<file path="config.mk">
export PLATFORM = sky130hd
export DESIGN_NAME = can_wb_reg_master_flat
export DESIGN_NICKNAME = d
export VERILOG_FILES = /design/src/rtl/can_wb_pkg.sv /design/src/rtl/can_wb_reg_master_if.sv /design/src/rtl/can_wb_timeout_cnt.sv /design/src/rtl/can_wb_reg_master.sv /design/src/flat_wrapper.sv
export SDC_FILE = /design/constraint.sdc
export NUM_CORES = 1
export LEC_CHECK = 0
export ABC_AREA = 0
export CORE_UTILIZATION = 45
export CTS_BUF_LIST = sky130_fd_sc_hd__clkbuf_8
export CTS_CLUSTER_DIAMETER = 120
export DETAILED_ROUTE_END_ITERATION = 16
export PLACE_DENSITY = 0.81
export SYNTH_ARGS = -nofsm -noshare
export SYNTH_HDL_FRONTEND = slang
export SYNTH_SLANG_ARGS = --single-unit
</file>
<file path="constraint.sdc">
create_clock -name clk_i -period 1.7 [get_ports clk_i]
set_input_delay 0.34 -clock clk_i [delete_from_list [all_inputs] [get_ports clk_i]]
set_output_delay 0.34 -clock clk_i [all_outputs]
set_load 0.01 [all_outputs]
</file>
<file path="src/rtl/can_wb_pkg.sv">
// Shared types and defaults for the CAN register-access Wishbone master.
package can_wb_pkg;

   localparam int CAN_ADDR_W     = 8;
   localparam int CAN_DATA_W     = 8;
   localparam int CAN_WB_TIMEOUT = 1000;

   typedef enum logic [1:0] {
      IDLE = 2'd0,
      REQ  = 2'd1,
      RESP = 2'd2
   } wbm_state_e;

   typedef struct packed {
      logic                  we;
      logic [CAN_ADDR_W-1:0] addr;
      logic [CAN_DATA_W-1:0] wdata;
   } wb_cmd_t;

   typedef struct packed {
      logic [CAN_DATA_W-1:0] rdata;
      logic                  err;
   } wb_rsp_t;

endpackage

</file>
<file path="src/rtl/can_wb_reg_master_if.sv">
// Command, response and Wishbone bus signals of the register master.
// Signal suffixes are from the master's point of view.
interface can_wb_reg_master_if #(
   parameter int ADDR_W = can_wb_pkg::CAN_ADDR_W,
   parameter int DATA_W = can_wb_pkg::CAN_DATA_W
);
   logic              cmd_valid_i;
   logic              cmd_ready_o;
   logic              cmd_we_i;
   logic [ADDR_W-1:0] cmd_addr_i;
   logic [DATA_W-1:0] cmd_wdata_i;

   logic              rsp_valid_o;
   logic              rsp_ready_i;
   logic [DATA_W-1:0] rsp_rdata_o;
   logic              rsp_err_o;

   logic              wb_cyc_o;
   logic              wb_stb_o;
   logic              wb_we_o;
   logic [ADDR_W-1:0] wb_adr_o;
   logic [DATA_W-1:0] wb_dat_o;
   logic [DATA_W-1:0] wb_dat_i;
   logic              wb_ack_i;

   modport master (
      input  cmd_valid_i, cmd_we_i, cmd_addr_i, cmd_wdata_i,
      output cmd_ready_o,
      output rsp_valid_o, rsp_rdata_o, rsp_err_o,
      input  rsp_ready_i,
      output wb_cyc_o, wb_stb_o, wb_we_o, wb_adr_o, wb_dat_o,
      input  wb_dat_i, wb_ack_i
   );

   modport slave (
      output cmd_valid_i, cmd_we_i, cmd_addr_i, cmd_wdata_i,
      input  cmd_ready_o,
      input  rsp_valid_o, rsp_rdata_o, rsp_err_o,
      output rsp_ready_i,
      input  wb_cyc_o, wb_stb_o, wb_we_o, wb_adr_o, wb_dat_o,
      output wb_dat_i, wb_ack_i
   );
endinterface

</file>
<file path="src/rtl/can_wb_timeout_cnt.sv">
// Access watchdog: counts cycles spent waiting for ack and flags when the
// last allowed cycle is reached. Saturates there so it never wraps.
module can_wb_timeout_cnt #(
   parameter int TIMEOUT_CYCLES = can_wb_pkg::CAN_WB_TIMEOUT,
   parameter int TO_W           = $clog2(TIMEOUT_CYCLES + 1)
) (
   input  logic clk_i,
   input  logic rst_n_i,
   input  logic clr_i,
   input  logic en_i,
   output logic expired_o
);
   localparam logic [TO_W-1:0] LAST = TO_W'(TIMEOUT_CYCLES - 1);

   logic [TO_W-1:0] cnt_q;

   assign expired_o = (cnt_q == LAST);

   // clear on a new access, otherwise count up while enabled
   always_ff @(posedge clk_i or negedge rst_n_i) begin
      if (!rst_n_i) begin
         cnt_q <= '0;
      end else if (clr_i) begin
         cnt_q <= '0;
      end else if (en_i && !expired_o) begin
         cnt_q <= cnt_q + 1'b1;
      end
   end
endmodule

</file>
<file path="src/rtl/can_wb_reg_master.sv">
// Single-access Wishbone classic master in front of the CAN controller's
// register port. One command in, one Wishbone cycle, one response out.
//
// state | meaning
// IDLE  | ready for a command, bus idle
// REQ   | cyc/stb asserted, waiting for ack or timeout
// RESP  | response held until consumed
module can_wb_reg_master
   import can_wb_pkg::*;
#(
   parameter int ADDR_W         = CAN_ADDR_W,
   parameter int DATA_W         = CAN_DATA_W,
   parameter int TIMEOUT_CYCLES = CAN_WB_TIMEOUT
) (
   input  logic                 clk_i,
   input  logic                 rst_n_i,
   can_wb_reg_master_if.master  bus,
   output logic                 stray_ack_o
);
   localparam int TO_W = $clog2(TIMEOUT_CYCLES + 1);

   wbm_state_e        state_q, state_d;
   logic              cyc_q, cyc_d;
   logic              we_q, we_d;
   logic [ADDR_W-1:0] adr_q, adr_d;
   logic [DATA_W-1:0] dat_q, dat_d;
   logic              rvalid_q, rvalid_d;
   logic [DATA_W-1:0] rdata_q, rdata_d;
   logic              err_q, err_d;
   logic              stray_q;
   logic              cnt_clr, cnt_en, cnt_expired;

   can_wb_timeout_cnt #(
      .TIMEOUT_CYCLES (TIMEOUT_CYCLES),
      .TO_W           (TO_W)
   ) u_timeout (
      .clk_i     (clk_i),
      .rst_n_i   (rst_n_i),
      .clr_i     (cnt_clr),
      .en_i      (cnt_en),
      .expired_o (cnt_expired)
   );

   assign bus.cmd_ready_o = (state_q == IDLE);
   assign bus.wb_cyc_o    = cyc_q;
   assign bus.wb_stb_o    = cyc_q;
   assign bus.wb_we_o     = we_q;
   assign bus.wb_adr_o    = adr_q;
   assign bus.wb_dat_o    = dat_q;
   assign bus.rsp_valid_o = rvalid_q;
   assign bus.rsp_rdata_o = rdata_q;
   assign bus.rsp_err_o   = err_q;
   assign stray_ack_o     = stray_q;

   // next state and next register values; ack takes priority over timeout
   always_comb begin
      state_d  = state_q;
      cyc_d    = cyc_q;
      we_d     = we_q;
      adr_d    = adr_q;
      dat_d    = dat_q;
      rvalid_d = rvalid_q;
      rdata_d  = rdata_q;
      err_d    = err_q;
      cnt_clr  = 1'b0;
      cnt_en   = 1'b0;
      unique case (state_q)
         IDLE: begin
            if (bus.cmd_valid_i) begin
               cyc_d   = 1'b1;
               we_d    = bus.cmd_we_i;
               adr_d   = bus.cmd_addr_i;
               dat_d   = bus.cmd_wdata_i;
               cnt_clr = 1'b1;
               state_d = REQ;
            end
         end
         REQ: begin
            cnt_en = 1'b1;
            if (bus.wb_ack_i) begin
               cyc_d    = 1'b0;
               we_d     = 1'b0;
               rdata_d  = we_q ? '0 : bus.wb_dat_i;
               err_d    = 1'b0;
               rvalid_d = 1'b1;
               state_d  = RESP;
            end else if (cnt_expired) begin
               cyc_d    = 1'b0;
               we_d     = 1'b0;
               rdata_d  = '0;
               err_d    = 1'b1;
               rvalid_d = 1'b1;
               state_d  = RESP;
            end
         end
         RESP: begin
            if (bus.rsp_ready_i) begin
               rvalid_d = 1'b0;
               err_d    = 1'b0;
               state_d  = IDLE;
            end
         end
         default: state_d = IDLE;
      endcase
   end

   // state and registered bus/response outputs
   always_ff @(posedge clk_i or negedge rst_n_i) begin
      if (!rst_n_i) begin
         state_q  <= IDLE;
         cyc_q    <= 1'b0;
         we_q     <= 1'b0;
         adr_q    <= '0;
         dat_q    <= '0;
         rvalid_q <= 1'b0;
         rdata_q  <= '0;
         err_q    <= 1'b0;
      end else begin
         state_q  <= state_d;
         cyc_q    <= cyc_d;
         we_q     <= we_d;
         adr_q    <= adr_d;
         dat_q    <= dat_d;
         rvalid_q <= rvalid_d;
         rdata_q  <= rdata_d;
         err_q    <= err_d;
      end
   end

   // sticky flag for an ack arriving while no cycle is open
   always_ff @(posedge clk_i or negedge rst_n_i) begin
      if (!rst_n_i) begin
         stray_q <= 1'b0;
      end else if (bus.wb_ack_i && !cyc_q) begin
         stray_q <= 1'b1;
      end
   end
endmodule

</file>
<file path="src/flat_wrapper.sv">
// flat-port wrapper written by rule: the top's interface ports become plain ports
module can_wb_reg_master_flat import can_wb_pkg::*;
#(
   parameter int ADDR_W         = CAN_ADDR_W,
   parameter int DATA_W         = CAN_DATA_W,
   parameter int TIMEOUT_CYCLES = CAN_WB_TIMEOUT
)
  (clk_i, rst_n_i, stray_ack_o, bus_cmd_valid_i, bus_cmd_we_i, bus_cmd_addr_i, bus_cmd_wdata_i, bus_cmd_ready_o, bus_rsp_valid_o, bus_rsp_rdata_o, bus_rsp_err_o, bus_rsp_ready_i, bus_wb_cyc_o, bus_wb_stb_o, bus_wb_we_o, bus_wb_adr_o, bus_wb_dat_o, bus_wb_dat_i, bus_wb_ack_i);
  can_wb_reg_master_if #(.ADDR_W(ADDR_W), .DATA_W(DATA_W)) bus_i ();
  input  logic clk_i;
  input  logic rst_n_i;
  output logic stray_ack_o;
  input wire logic [$bits(bus_i.cmd_valid_i)-1:0] bus_cmd_valid_i;
  input wire logic [$bits(bus_i.cmd_we_i)-1:0] bus_cmd_we_i;
  input wire logic [$bits(bus_i.cmd_addr_i)-1:0] bus_cmd_addr_i;
  input wire logic [$bits(bus_i.cmd_wdata_i)-1:0] bus_cmd_wdata_i;
  output wire logic [$bits(bus_i.cmd_ready_o)-1:0] bus_cmd_ready_o;
  output wire logic [$bits(bus_i.rsp_valid_o)-1:0] bus_rsp_valid_o;
  output wire logic [$bits(bus_i.rsp_rdata_o)-1:0] bus_rsp_rdata_o;
  output wire logic [$bits(bus_i.rsp_err_o)-1:0] bus_rsp_err_o;
  input wire logic [$bits(bus_i.rsp_ready_i)-1:0] bus_rsp_ready_i;
  output wire logic [$bits(bus_i.wb_cyc_o)-1:0] bus_wb_cyc_o;
  output wire logic [$bits(bus_i.wb_stb_o)-1:0] bus_wb_stb_o;
  output wire logic [$bits(bus_i.wb_we_o)-1:0] bus_wb_we_o;
  output wire logic [$bits(bus_i.wb_adr_o)-1:0] bus_wb_adr_o;
  output wire logic [$bits(bus_i.wb_dat_o)-1:0] bus_wb_dat_o;
  input wire logic [$bits(bus_i.wb_dat_i)-1:0] bus_wb_dat_i;
  input wire logic [$bits(bus_i.wb_ack_i)-1:0] bus_wb_ack_i;
  assign bus_i.cmd_valid_i = bus_cmd_valid_i;
  assign bus_i.cmd_we_i = bus_cmd_we_i;
  assign bus_i.cmd_addr_i = bus_cmd_addr_i;
  assign bus_i.cmd_wdata_i = bus_cmd_wdata_i;
  assign bus_cmd_ready_o = bus_i.cmd_ready_o;
  assign bus_rsp_valid_o = bus_i.rsp_valid_o;
  assign bus_rsp_rdata_o = bus_i.rsp_rdata_o;
  assign bus_rsp_err_o = bus_i.rsp_err_o;
  assign bus_i.rsp_ready_i = bus_rsp_ready_i;
  assign bus_wb_cyc_o = bus_i.wb_cyc_o;
  assign bus_wb_stb_o = bus_i.wb_stb_o;
  assign bus_wb_we_o = bus_i.wb_we_o;
  assign bus_wb_adr_o = bus_i.wb_adr_o;
  assign bus_wb_dat_o = bus_i.wb_dat_o;
  assign bus_i.wb_dat_i = bus_wb_dat_i;
  assign bus_i.wb_ack_i = bus_wb_ack_i;
  can_wb_reg_master #(.ADDR_W(ADDR_W), .DATA_W(DATA_W), .TIMEOUT_CYCLES(TIMEOUT_CYCLES)) u_core (.clk_i(clk_i), .rst_n_i(rst_n_i), .bus(bus_i), .stray_ack_o(stray_ack_o));
endmodule
</file>
* Word-level counts from Yosys, hierarchy flattened
Cells that the tools add are included.
W data, S select, Z words.
** Word-level totals
- Logic and storage cells :: 56
- Input bits :: 30
- Output and inout port bits :: 31
- Register bits :: 41
** Cells by class
- Add/sub/neg operators :: 1
- Reductions and logical operators :: 14
- Multiplexer cells :: 25
- Equal/unequal tests :: 6
** Operator list (count)
- $mux W8 :: 3
- $mux W10 :: 2
- $mux W1 :: 11
- $add A10 B1 Y10 const B :: 1
- $eq A10 B10 Y1 const B :: 1
- $reduce_and A3 Y1 :: 3
- $mux W2 :: 4
- $pmux W1 S2 :: 4
- $reduce_bool A2 Y1 :: 4
- $pmux W2 S3 :: 1
- $ne A2 B2 Y1 const B :: 2
- $reduce_and A2 Y1 :: 2
- $ne A3 B3 Y1 const B :: 1
- $eq A2 B1 Y1 const B :: 1
- $eq A2 B2 Y1 const B :: 1
- $logic_and A1 B1 Y1 :: 2
- $logic_not A1 Y1 :: 2
- $logic_not A2 Y1 :: 1

* Longest topological paths before layout
Gate-level depths: netlist (run 1).
- Depth in word-level cells :: 5
- Gate-level depth with buffers :: 7

* Cells and area by module
Synthesis (run 1) repeated with hierarchy kept, for this count alone.
** Second synthesis, totals
- Cell total of the unflattened synthesis :: 161
- Area, all modules :: 1886.8 um2
** Modules (own cells, without submodules)
- can_wb_reg_master :: seq. area each 775.7 um2, cells an instance 98, instances 1, area an instance 1280.0 um2
- can_wb_timeout_cnt :: seq. area each 250.2 um2, cells an instance 63, instances 1, area an instance 606.8 um2

* Least setup slack after synthesis (run 1)
OpenSTA, ideal clock, no wires.
- Path type :: reg2reg
- From :: reg u_core.u_timeout.cnt_q[4]
- To :: reg u_core.rdata_q[0], in the netlist u_core.bus.rsp_rdata_o[0]
- Setup slack :: 0.188 ns
- Cell stages (with the launch flop) :: 6
- Path buffers :: 1
- Data arrival time :: 1.391 ns
- Setup time :: 0.121 ns
- Cells stage by stage :: dfrtp_1 -> or3b_4 -> o31ai_4 -> nand2_2 -> buf_6 -> a22o_1
** On the way
- Cells in the longest elaborated chain, start to end :: 3
** RTL lines
- start: declaration :: RTL line can_wb_timeout_cnt.sv:15 : logic [TO_W-1:0] cnt_q;
- start signal: assignment :: RTL line can_wb_timeout_cnt.sv:26 : cnt_q <= cnt_q + 1'b1;
- $eq A10 B10 Y1 :: RTL line can_wb_timeout_cnt.sv:17 : assign expired_o = (cnt_q == LAST);
- $reduce_bool A2 Y1 (no line)
- $reduce_and A2 Y1 (no line)
- end signal: assignment :: RTL line can_wb_reg_master.sv:125 : rdata_q <= rdata_d;
- end: declaration :: RTL line can_wb_reg_master.sv:28 : logic [DATA_W-1:0] rdata_q, rdata_d;
Every way passes these cells.
A chain may end at the register's enable or synchronous reset.

* Final worst setup path (run 1)
- From :: reg u_core.u_timeout.cnt_q[4]
- To :: reg u_core.rdata_q[5], in the netlist u_core.bus.rsp_rdata_o[5]
Same word-level chain as after synthesis.

==> flow_metrics.env, run 1 <==
export IMPL_yosysSeqAreaShare_pct=59.3
export IMPL_synth_edf_count=0
export IMPL_final_nets=273
export IMPL_drt_wl_total_um=3990
export IMPL_worstPathCellList="or3b_4 > o31ai_4 > nand2_2 > a22o_1"
export IMPL_fin_setup_tns_ns=0
export IMPL_nFillCells=292
export IMPL_fp_dieArea_um2=4100
export IMPL_critPathSlowestCell="or3b_4"
export IMPL_h_tree_depth=2
export IMPL_clock_skew_ns=0.00207
export IMPL_ant_nets=0
export IMPL_path_buf_inv=0
export IMPL_max_freq_mhz=604
export IMPL_clkSinkCount=41
export IMPL_status="finished, final reports clean"
export IMPL_crit_fanout=5
export IMPL_synth_compound_area_share_pct=13.0
export IMPL_synth_cell_types=38
export IMPL_postLayoutCoreUtil_pct=71.3
export IMPL_period_minus_slack_ns=1.66
export IMPL_cts_max_path_buffers=2
export IMPL_grt_max_degree=26
export IMPL_synthAdderAreaFrac_pct=0.723
export IMPL_synthXorXnorAreaFrac_pct=2.53
export IMPL_drive_gt1_share_pct=13.2
export IMPL_post_route_period_util_pct=97.4
export IMPL_grt_usage_pct=21.1
export IMPL_cp_required_ns=1.88
export IMPL_cts_tree="yes"
export IMPL_setup_ws_ns=0.0444
export IMPL_avgViaCountPerCell=5.15
export IMPL_hpwl_um=2640
export IMPL_rows=22
export IMPL_overflow=0
export IMPL_antenna_found_initial=0
export IMPL_cp_start_kind="register"
export IMPL_ioPinCount=61
export IMPL_critical_path_endpoint_type="register"
export IMPL_power_density_nw_per_um2=1570
export IMPL_peakVddDrop_v=0.000983
export IMPL_wl_per_cell_um=13.7
export IMPL_first_global_vias=1425
export IMPL_synth_top_flop_cell="dfrtp_1"
export IMPL_clkLatencyLatePin_ns=0.28
export IMPL_synthCells=169
export IMPL_clock_root_buffer="clkbuf_8"
export IMPL_final_cells=291
export IMPL_relSlewSlack_pct=61.8
export IMPL_synth_area_mux_share_pct=0
export IMPL_hold_path_class="reg2reg"
export IMPL_max_cap_violations=0
export IMPL_first_pass_iters=4
export IMPL_synth_top_family_by_area="simple AND/OR/NAND/NOR gates"
export IMPL_syn_area_um2=1730
export IMPL_p_leak_nw=1.20
export IMPL_drc=0
export IMPL_start_util_pct=47.3
export IMPL_setup_viol=0
export IMPL_drt_iter0_drc=106
export IMPL_syn_area_per_cell_um2=10.2
export IMPL_path_delay_family="simple AND/OR/NAND/NOR gates"
export IMPL_core_area_um2=3660
export IMPL_syn_to_final_growth_pct=50.8
export IMPL_place_congestion=0.779
export IMPL_die_h_um=64.0
export IMPL_crit_arrival_ns=1.83
export IMPL_io_buffers=60
export IMPL_worst_pin_slew_ns=0.569
export IMPL_n_antenna_cell=0
export IMPL_yosys_area_share_simple_pct=20.8
export IMPL_synth_warnings=0
export IMPL_grt_pass1_wl_um=6580
export IMPL_crit_type="reg2reg"
export IMPL_cts_inserted_buffers=5
export IMPL_pre_cts_ws_ns=-0.0690
export IMPL_slew_viol_final=0
export IMPL_syn_nets=200
export IMPL_synthArstFlopShare_pct=100
export IMPL_die_w_um=64.0
export IMPL_synth_ff_latch_count=41
export IMPL_worst_path_largest_cell_delay_ns=0.43
export IMPL_dpl_cell_count=273
export IMPL_grt_setup_unrepaired="true"
export IMPL_clk_pin_slew_ns=0.07
export IMPL_via_count=1498
export IMPL_hold_viol=0
per-layer routing:
layer,global-route usage [%],vias up,wire [µm]
li1,-,716,-
met1,27.8,729,1750
met2,33.6,47,1990
met3,5.00,6,184
met4,7.67,0,62
met5,0,-,0
layout make-up:
class | instances | area, µm² | share of cell area [%]
Multi-Input combinational cell | 116 | 663 | 25.4
Inverter | 5 | 18.8 | 0.719
Clock buffer | 6 | 82.6 | 3.17
Tap cell | 48 | 60.1 | 2.30
Timing Repair Buffer | 73 | 723 | 27.7
Sequential cell | 41 | 1030 | 39.4
Clock inverter | 2 | 33.8 | 1.29
worst register-to-register path, stage by stage, from the launching register on:
cell and delay, ns:
dfrtp_1 0.41, or3b_4 0.43, o31ai_4 0.36, nand2_2 0.15, a22o_1 0.19
sequential cells by signal, indices dropped and copies added (netlist names):
register and count:
u_core.state_q 2, u_core.bus.wb_adr_o 8, u_core.stray_ack_o 1, u_core.bus.wb_dat_o 8, u_core.bus.wb_we_o 1, u_core.bus.rsp_err_o 1
u_core.bus.rsp_valid_o 1, u_core.u_timeout.cnt_q 10, u_core.bus.wb_cyc_o 1, u_core.bus.rsp_rdata_o 8
stage by stage:
step / power (mW) / cell area (µm²) / hold slack (ns)
2_1_floorplan: 2.35 / 1730 / 0.0444
5_1_grt: 4.38 / 2610 / 0.510
4_1_cts: 4.08 / 2540 / 0.483
3_3_place_gp: 3.21 / 2400 / 0.290
3_5_place_dp: 3.26 / 2400 / 0.293
6_report: 4.10 / 2610 / 0.476
power breakdown:
| part | internal, mW | switching [mW] |
|---|---|---|
| clock | 0.472 | 0.306 |
| combinational | 0.953 | 0.813 |
| sequential | 1.33 | 0.231 |
| total | 2.75 | 1.35 |
layout by cell type, fill, tap and decap left out, drive strengths merged, types with 2 or more instances in the layout:
cell           instances
o21ai                  6
a21oi                  4
nor2                   6
clkdlybuf4s50         58
nor3                   7
nand2                 55
clkbuf                 6
dfrtp                 41
o31ai                  4
inv                    6
a22o                   8
buf                   13
xnor2                  4
nand4                  2
nand3                  5
worst paths after layout:
kind                                                            start                                     to  slack [ns]  cells after the start
worst min-delay path               u_core.bus.wb_dat_o[4]$_DFFE_PN0P_     u_core.bus.wb_dat_o[4]$_DFFE_PN0P_        0.48                      2
max in group asynchronous                                     rst_n_i     u_core.bus.wb_dat_o[2]$_DFFE_PN0P_        0.73                      3
worst max-delay path            u_core.u_timeout.cnt_q[4]$_DFFE_PN0P_  u_core.bus.rsp_rdata_o[5]$_DFFE_PN0P_        0.04                      4
worst min register to register     u_core.bus.wb_dat_o[4]$_DFFE_PN0P_     u_core.bus.wb_dat_o[4]$_DFFE_PN0P_        0.48                      2
min in group asynchronous                                     rst_n_i     u_core.bus.wb_adr_o[4]$_DFFE_PN0P_        0.51                      2
worst max register to register  u_core.u_timeout.cnt_q[4]$_DFFE_PN0P_  u_core.bus.rsp_rdata_o[5]$_DFFE_PN0P_        0.04                      4
timing repair:
action | CTS | global route
setup buffers | 2 | 6
pin swaps | 0 | 4
cloned | 0 | 1
endpoints found under the setup margin | 1 | 12
resized for setup | 1 | 4
hold buffers | 1 | 0
endpoints found under the hold margin | 16 | 0
cells in the mapped netlist, types with 2 or more instances:
master	count	area share (%)
dfrtp_1	41	59
a22o_1	8	4.0
inv_2	2	0.43
a21oi_1	4	1.2
nand2_1	53	11
clkbuf_1	3	0.65
nand3_1	5	1.4
o21ai_0	6	1.7
inv_1	3	0.65
nor3_1	6	1.7
o31ai_1	2	0.87
nor2_1	6	1.3
xnor2_1	4	2.0
buf_2	2	0.58
kinds of logic after synthesis:
logic type | count (synthesis)
fa+ha+maj | 1
xor+xnor | 5
simple gates | 80
buf+inv | 13
flops | 41
compound gates | 29
No activity file was read; power rests on OpenSTA's default activity.
==> inputs of run 2 (changes only) <==
--- a/config.mk
+++ b/config.mk
@@ -11,6 +11,7 @@
 export CTS_CLUSTER_DIAMETER = 120
 export DETAILED_ROUTE_END_ITERATION = 16
 export PLACE_DENSITY = 0.81
+export SKIP_CTS_REPAIR_TIMING = 1
 export SYNTH_ARGS = -nofsm -noshare
 export SYNTH_HDL_FRONTEND = slang
 export SYNTH_SLANG_ARGS = --single-unit
==> run 2 against run 1 <==
Compared with the run above:
- sequential share of layout area stayed put
- worst hold slack hardly changed
- routed wire length fell by 0.35%
- core utilization did not move
- maximum frequency up 0.87%
- design area stayed put
- count of clock-buffer cells in the layout unchanged
==> flow_metrics.env, run 2 (same netlist as run 1, synthesis figures left out) <==
export IMPL_clock_root_buffer="clkbuf_8"
export IMPL_drt_wl_total_um=3980
export IMPL_clkSinkCount=41
export IMPL_fp_dieArea_um2=4100
export IMPL_wl_per_cell_um=13.7
export IMPL_worst_path_largest_cell_delay_ns=0.42
export IMPL_first_global_vias=1415
export IMPL_cts_tree="yes"
export IMPL_overflow=0
export IMPL_power_density_nw_per_um2=1570
export IMPL_ioPinCount=61
export IMPL_p_leak_nw=1.20
export IMPL_status="finished, final reports clean"
export IMPL_largest_reg_flops=10
export IMPL_setup_ws_ns=0.0586
export IMPL_die_w_um=64.0
export IMPL_hold_viol=0
export IMPL_setup_viol=0
export IMPL_power_switching_mw=1.35
export IMPL_pwr_share_comb_pct=43.1
export IMPL_crit_type="reg2reg"
export IMPL_period_minus_slack_ns=1.64
export IMPL_seqPwrFrac_pct=38.0
export IMPL_relSlewSlack_pct=61.6
export IMPL_final_common_cell="clkdlybuf4s50_1"
export IMPL_grt_usage_pct=20.8
export IMPL_worstPathCellList="or3b_4 > o31ai_4 > nand2_2 > a22o_1"
export IMPL_pre_cts_ws_ns=-0.0690
export IMPL_crit_arrival_ns=1.82
export IMPL_postLayoutCoreUtil_pct=71.3
export IMPL_regMostFlops="u_core.u_timeout.cnt_q"
export IMPL_path_delay_family="simple AND/OR/NAND/NOR gates"
export IMPL_cp_start_kind="register"
export IMPL_first_pass_iters=4
export IMPL_peakVddDrop_v=0.000981
export IMPL_die_h_um=64.0
export IMPL_max_freq_mhz=609
export IMPL_max_cap_violations=0
export IMPL_rows=22
export IMPL_grt_pass1_wl_um=6500
export IMPL_hpwl_um=2640
export IMPL_grt_setup_unrepaired="true"
export IMPL_power_switching_share_pct=32.9
export IMPL_cts_inserted_buffers=5
export IMPL_worst_pin_slew_ns=0.573
export IMPL_avgViaCountPerCell=5.12
export IMPL_critical_path_endpoint_type="register"
export IMPL_core_area_um2=3660
export IMPL_via_count=1490
export IMPL_grt_max_degree=26
export IMPL_syn_to_final_growth_pct=50.8
export IMPL_clkLatencyLatePin_ns=0.28
export IMPL_path_buf_inv=0
export IMPL_cp_required_ns=1.88
export IMPL_drc=0
export IMPL_p_int_mw=2.75
export IMPL_cts_max_path_buffers=2
export IMPL_h_tree_depth=2
export IMPL_start_util_pct=47.3
export IMPL_antenna_found_initial=0
export IMPL_ant_nets=0
export IMPL_clock_skew_ns=0.00278
export IMPL_drt_iter0_drc=78
export IMPL_final_cell_mix="clkdlybuf4s50_1, nand2_1, dfrtp_1, buf_4, a22o_1"
export IMPL_slew_viol_final=0
export IMPL_clk_pin_slew_ns=0.07
export IMPL_critPathSlowestCell="or3b_4"
export IMPL_n_antenna_cell=0
export IMPL_drive_gt1_share_pct=13.2
export IMPL_post_route_period_util_pct=96.6
export IMPL_place_congestion=0.779
export IMPL_crit_fanout=5
export IMPL_p_clk_share_pct=18.9
export IMPL_hold_path_class="reg2reg"
export IMPL_io_buffers=60
export IMPL_final_nets=273
[run 2: cell counts in the layout (fill, tap and decap cells not counted)]
Identical to the previous run, type by type.
[run 2: final cells by class]
type | count | area [µm²]
Sequential cell | 41 | 1030
Inverter | 5 | 18.8
Fill cell | 288 | 1050
Clock buffer | 6 | 82.6
Tap cell | 48 | 60.1
Multi-Input combinational cell | 116 | 663
Timing Repair Buffer | 73 | 723
Clock inverter | 2 | 33.8
[run 2: path summary, 6_finish.rpt]
kind | start | to | slack (ns) | cells past startpoint
setup / recovery | u_core.u_timeout.cnt_q[4]$_DFFE_PN0P_ | u_core.bus.rsp_rdata_o[5]$_DFFE_PN0P_ | 0.06 | 4
hold / removal | u_core.bus.wb_dat_o[4]$_DFFE_PN0P_ | u_core.bus.wb_dat_o[4]$_DFFE_PN0P_ | 0.48 | 2
setup reg to reg | u_core.u_timeout.cnt_q[4]$_DFFE_PN0P_ | u_core.bus.rsp_rdata_o[5]$_DFFE_PN0P_ | 0.06 | 4
hold reg to reg | u_core.bus.wb_dat_o[4]$_DFFE_PN0P_ | u_core.bus.wb_dat_o[4]$_DFFE_PN0P_ | 0.48 | 2
max in group asynchronous | rst_n_i | u_core.bus.wb_dat_o[2]$_DFFE_PN0P_ | 0.73 | 3
min in group asynchronous | rst_n_i | u_core.bus.wb_adr_o[4]$_DFFE_PN0P_ | 0.51 | 2
[run 2: routing by layer]
layer  vias to the layer above  GRT usage, %  share of wire, %
met1                       717          27.2                44
met3                         6          5.00               4.9
met4                         0          7.67               1.6
met5                         -             0                 0
met2                        49          33.4                50
li1                        718             -                 -
[run 2: power groups by stage]
stage / registers [mW] / logic (mW) / clock network, mW
2_1_floorplan: 1.67 / 0.674 / 0
3_3_place_gp: 1.59 / 1.62 / 0
3_5_place_dp: 1.58 / 1.68 / 0
4_1_cts: 1.58 / 1.68 / 0.792
5_1_grt: 1.59 / 1.94 / 0.849
6_report: 1.56 / 1.77 / 0.775
[run 2: worst min-delay path, delay by kind of cell, from the launching register on]
family | cells | cell delay, ns
AND/OR/NAND/NOR | 2 | 0.11
flip-flops | 1 | 0.34
[run 2: through the flow]
step	area, µm²	power (mW)	cells	TNS (ns)	hold WS, ns
global placement	2400	3.21	273	0	0.290
CTS	2510	4.05	281	-0.0705	-0.0191
finish	2610	4.10	291	0	0.476
floorplan	1730	2.35	169	0	0.0444
global route	2610	4.37	291	-0.0369	0.510
detailed placement	2400	3.26	273	-0.409	0.293
==> inputs of run 3 (changes only) <==
--- a/config.mk
+++ b/config.mk
@@ -6,11 +6,13 @@
 export NUM_CORES = 1
 export LEC_CHECK = 0
 export ABC_AREA = 0
+export CORE_MARGIN = 5
 export CORE_UTILIZATION = 45
 export CTS_BUF_LIST = sky130_fd_sc_hd__clkbuf_8
 export CTS_CLUSTER_DIAMETER = 120
 export DETAILED_ROUTE_END_ITERATION = 16
-export PLACE_DENSITY = 0.81
+export HOLD_SLACK_MARGIN = 0.1
+export PLACE_DENSITY = 0.84
 export SKIP_CTS_REPAIR_TIMING = 1
 export SYNTH_ARGS = -nofsm -noshare
 export SYNTH_HDL_FRONTEND = slang
==> run 3 against run 2 <==
Compared with the run above:
- power decreased by 1.4%
- final cell count decreased by 3.1%
- maximum frequency increased by 1.4%
- register-to-register slack improved by 0.02 ns
- core utilization decreased by 2.3 points
- via count decreased by 4.2%
- worst hold slack about the same
- count of clock-buffer cells in the layout unchanged
- non-clock buffer count decreased by 8
- first-iteration DRC count decreased by 6.4%
- die area increased by 27%
==> flow_metrics.env, run 3 (same netlist as run 1, synthesis figures left out) <==
export IMPL_n_antenna_cell=0
export IMPL_grt_max_degree=25
export IMPL_io_buffers=60
export IMPL_peakVddDrop_v=0.000843
export IMPL_avgViaCountPerCell=5.06
export IMPL_hold_viol=0
export IMPL_clock_skew_ns=0.00600
export IMPL_overflow=0
export IMPL_cp_num_cells=1
export IMPL_cts_inserted_buffers=5
export IMPL_crit_arrival_ns=1.28
export IMPL_r2r_end="u_core.bus.rsp_rdata_o[6]$_DFFE_PN0P_"
export IMPL_core_area_um2=3690
export IMPL_final_nets=264
export IMPL_crit_end="bus_wb_cyc_o"
export IMPL_setup_viol=0
export IMPL_max_cap_violations=0
export IMPL_cts_tree="yes"
export IMPL_pre_cts_ws_ns=0.0278
export IMPL_drt_wl_total_um=3970
export IMPL_critical_path_endpoint_type="primary output"
export IMPL_syn_to_final_growth_pct=46.9
export IMPL_drt_iter0_drc=73
export IMPL_largest_reg_flops=10
export IMPL_die_w_um=72.0
export IMPL_period_minus_slack_ns=1.62
export IMPL_rrSetupSlack_ns=0.08
export IMPL_fin_setup_tns_ns=0
export IMPL_path_delay_family="buffers and inverters"
export IMPL_max_freq_mhz=618
export IMPL_nFillCells=289
export IMPL_r2r_cells=4
export IMPL_place_congestion=0.798
export IMPL_worst_pin_slew_ns=0.528
export IMPL_drive_gt1_share_pct=9.83
export IMPL_grt_usage_pct=16.2
export IMPL_regMostFlops="u_core.u_timeout.cnt_q"
export IMPL_via_count=1427
export IMPL_relSlewSlack_pct=64.6
export IMPL_cts_max_path_buffers=2
export IMPL_dpl_cell_count=273
export IMPL_start_util_pct=46.9
export IMPL_path_buf_inv=1
export IMPL_h_tree_depth=2
export IMPL_cp_start_kind="register"
export IMPL_clkLatencyLatePin_ns=0.29
export IMPL_timing_rr_start="u_core.u_timeout.cnt_q[4]$_DFFE_PN0P_"
export IMPL_hpwl_um=2880
export IMPL_first_pass_iters=4
export IMPL_die_h_um=72.0
export IMPL_final_cell_mix="clkdlybuf4s50_1, nand2_1, dfrtp_1, a22o_1"
export IMPL_first_global_vias=1415
export IMPL_grt_setup_unrepaired="false"
export IMPL_drc=0
export IMPL_p_leak_nw=1.16
export IMPL_ioPinCount=61
export IMPL_clk_pin_slew_ns=0.07
export IMPL_rows=22
export IMPL_setup_ws_ns=0.0807
export IMPL_grt_pass1_wl_um=6440
export IMPL_fp_dieArea_um2=5190
export IMPL_crit_fanout=4
export IMPL_critPathSlowestCell="clkdlybuf4s50_1"
export IMPL_clock_root_buffer="clkbuf_8"
export IMPL_worstPathCellList="clkdlybuf4s50_1"
export IMPL_hold_path_class="reg2reg"
export IMPL_final_cells=282
export IMPL_cp_required_ns=1.36
export IMPL_antenna_found_initial=0
export IMPL_p_total_mw=4.04
export IMPL_clkSinkCount=41
export IMPL_post_route_period_util_pct=95.3
export IMPL_status="finished, final reports clean"
export IMPL_final_common_cell="clkdlybuf4s50_1"
export IMPL_worst_path_largest_cell_delay_ns=0.57
export IMPL_crit_type="reg2out"
export IMPL_startpoint="u_core.bus.wb_cyc_o$_DFFE_PN0P_"
export IMPL_ant_nets=0
export IMPL_power_density_nw_per_um2=1590
export IMPL_wl_per_cell_um=14.1
export IMPL_slew_viol_final=0
[run 3: through the flow]
step / instance area, µm² / util, % / hold slack, ns
after floorplan: 1730 / - / 0.0444
after global placement: 2400 / 65.0 / 0.305
after detailed placement: 2400 / 65.0 / 0.311
after CTS: 2510 / 68.1 / -0.0121
after global routing: 2540 / 68.9 / 0.498
final: 2540 / 68.9 / 0.476
[run 3: power breakdown]
group          total (mW)  internal [mW]  switching (mW)
clock               0.789          0.472           0.316
sequential           1.56           1.33           0.235
combinational        1.69          0.917           0.775
total                4.04           2.72            1.33
[run 3: worst min-delay path by stage]
| stage | end | from | cells after the start |
|---|---|---|---|
| CTS | u_core.state_q[1]$_DFFE_PN0P_ | rst_n_i | 1 |
| floorplan | u_core.bus.rsp_err_o$_DFFE_PN0P_ | rst_n_i | 0 |
| global route | u_core.bus.wb_adr_o[2]$_DFFE_PN0P_ | u_core.bus.wb_adr_o[2]$_DFFE_PN0P_ | 2 |
| detailed placement | u_core.state_q[1]$_DFFE_PN0P_ | rst_n_i | 1 |
| finish | u_core.bus.wb_adr_o[2]$_DFFE_PN0P_ | u_core.bus.wb_adr_o[2]$_DFFE_PN0P_ | 2 |
| global placement | u_core.state_q[1]$_DFFE_PN0P_ | rst_n_i | 1 |
[run 3: per-layer routing]
metal	up-vias	part of all wire, %	track usage, %
li1	700	-	-
met1	679	44	21.3
met2	41	47	24.7
met3	7	7.0	4.85
met4	0	2.0	7.52
met5	-	0	0
[run 3: layout make-up]
class                   instances  area, µm²  share of cell area [%]
clock buffers                   6       82.6                    3.25
repair buffers                 65        663                    26.1
flip-flops and latches         41       1030                    40.4
inverters                       5       18.8                   0.738
well taps                      48       60.1                    2.36
multi-input cells             115        657                    25.8
clock inverters                 2       33.8                    1.33
[run 3: tightest hold or removal path, stage by stage (launching register included)]
cell     delay [ns]
dfrtp_1        0.34
nand2_1        0.05
nand2_1        0.05
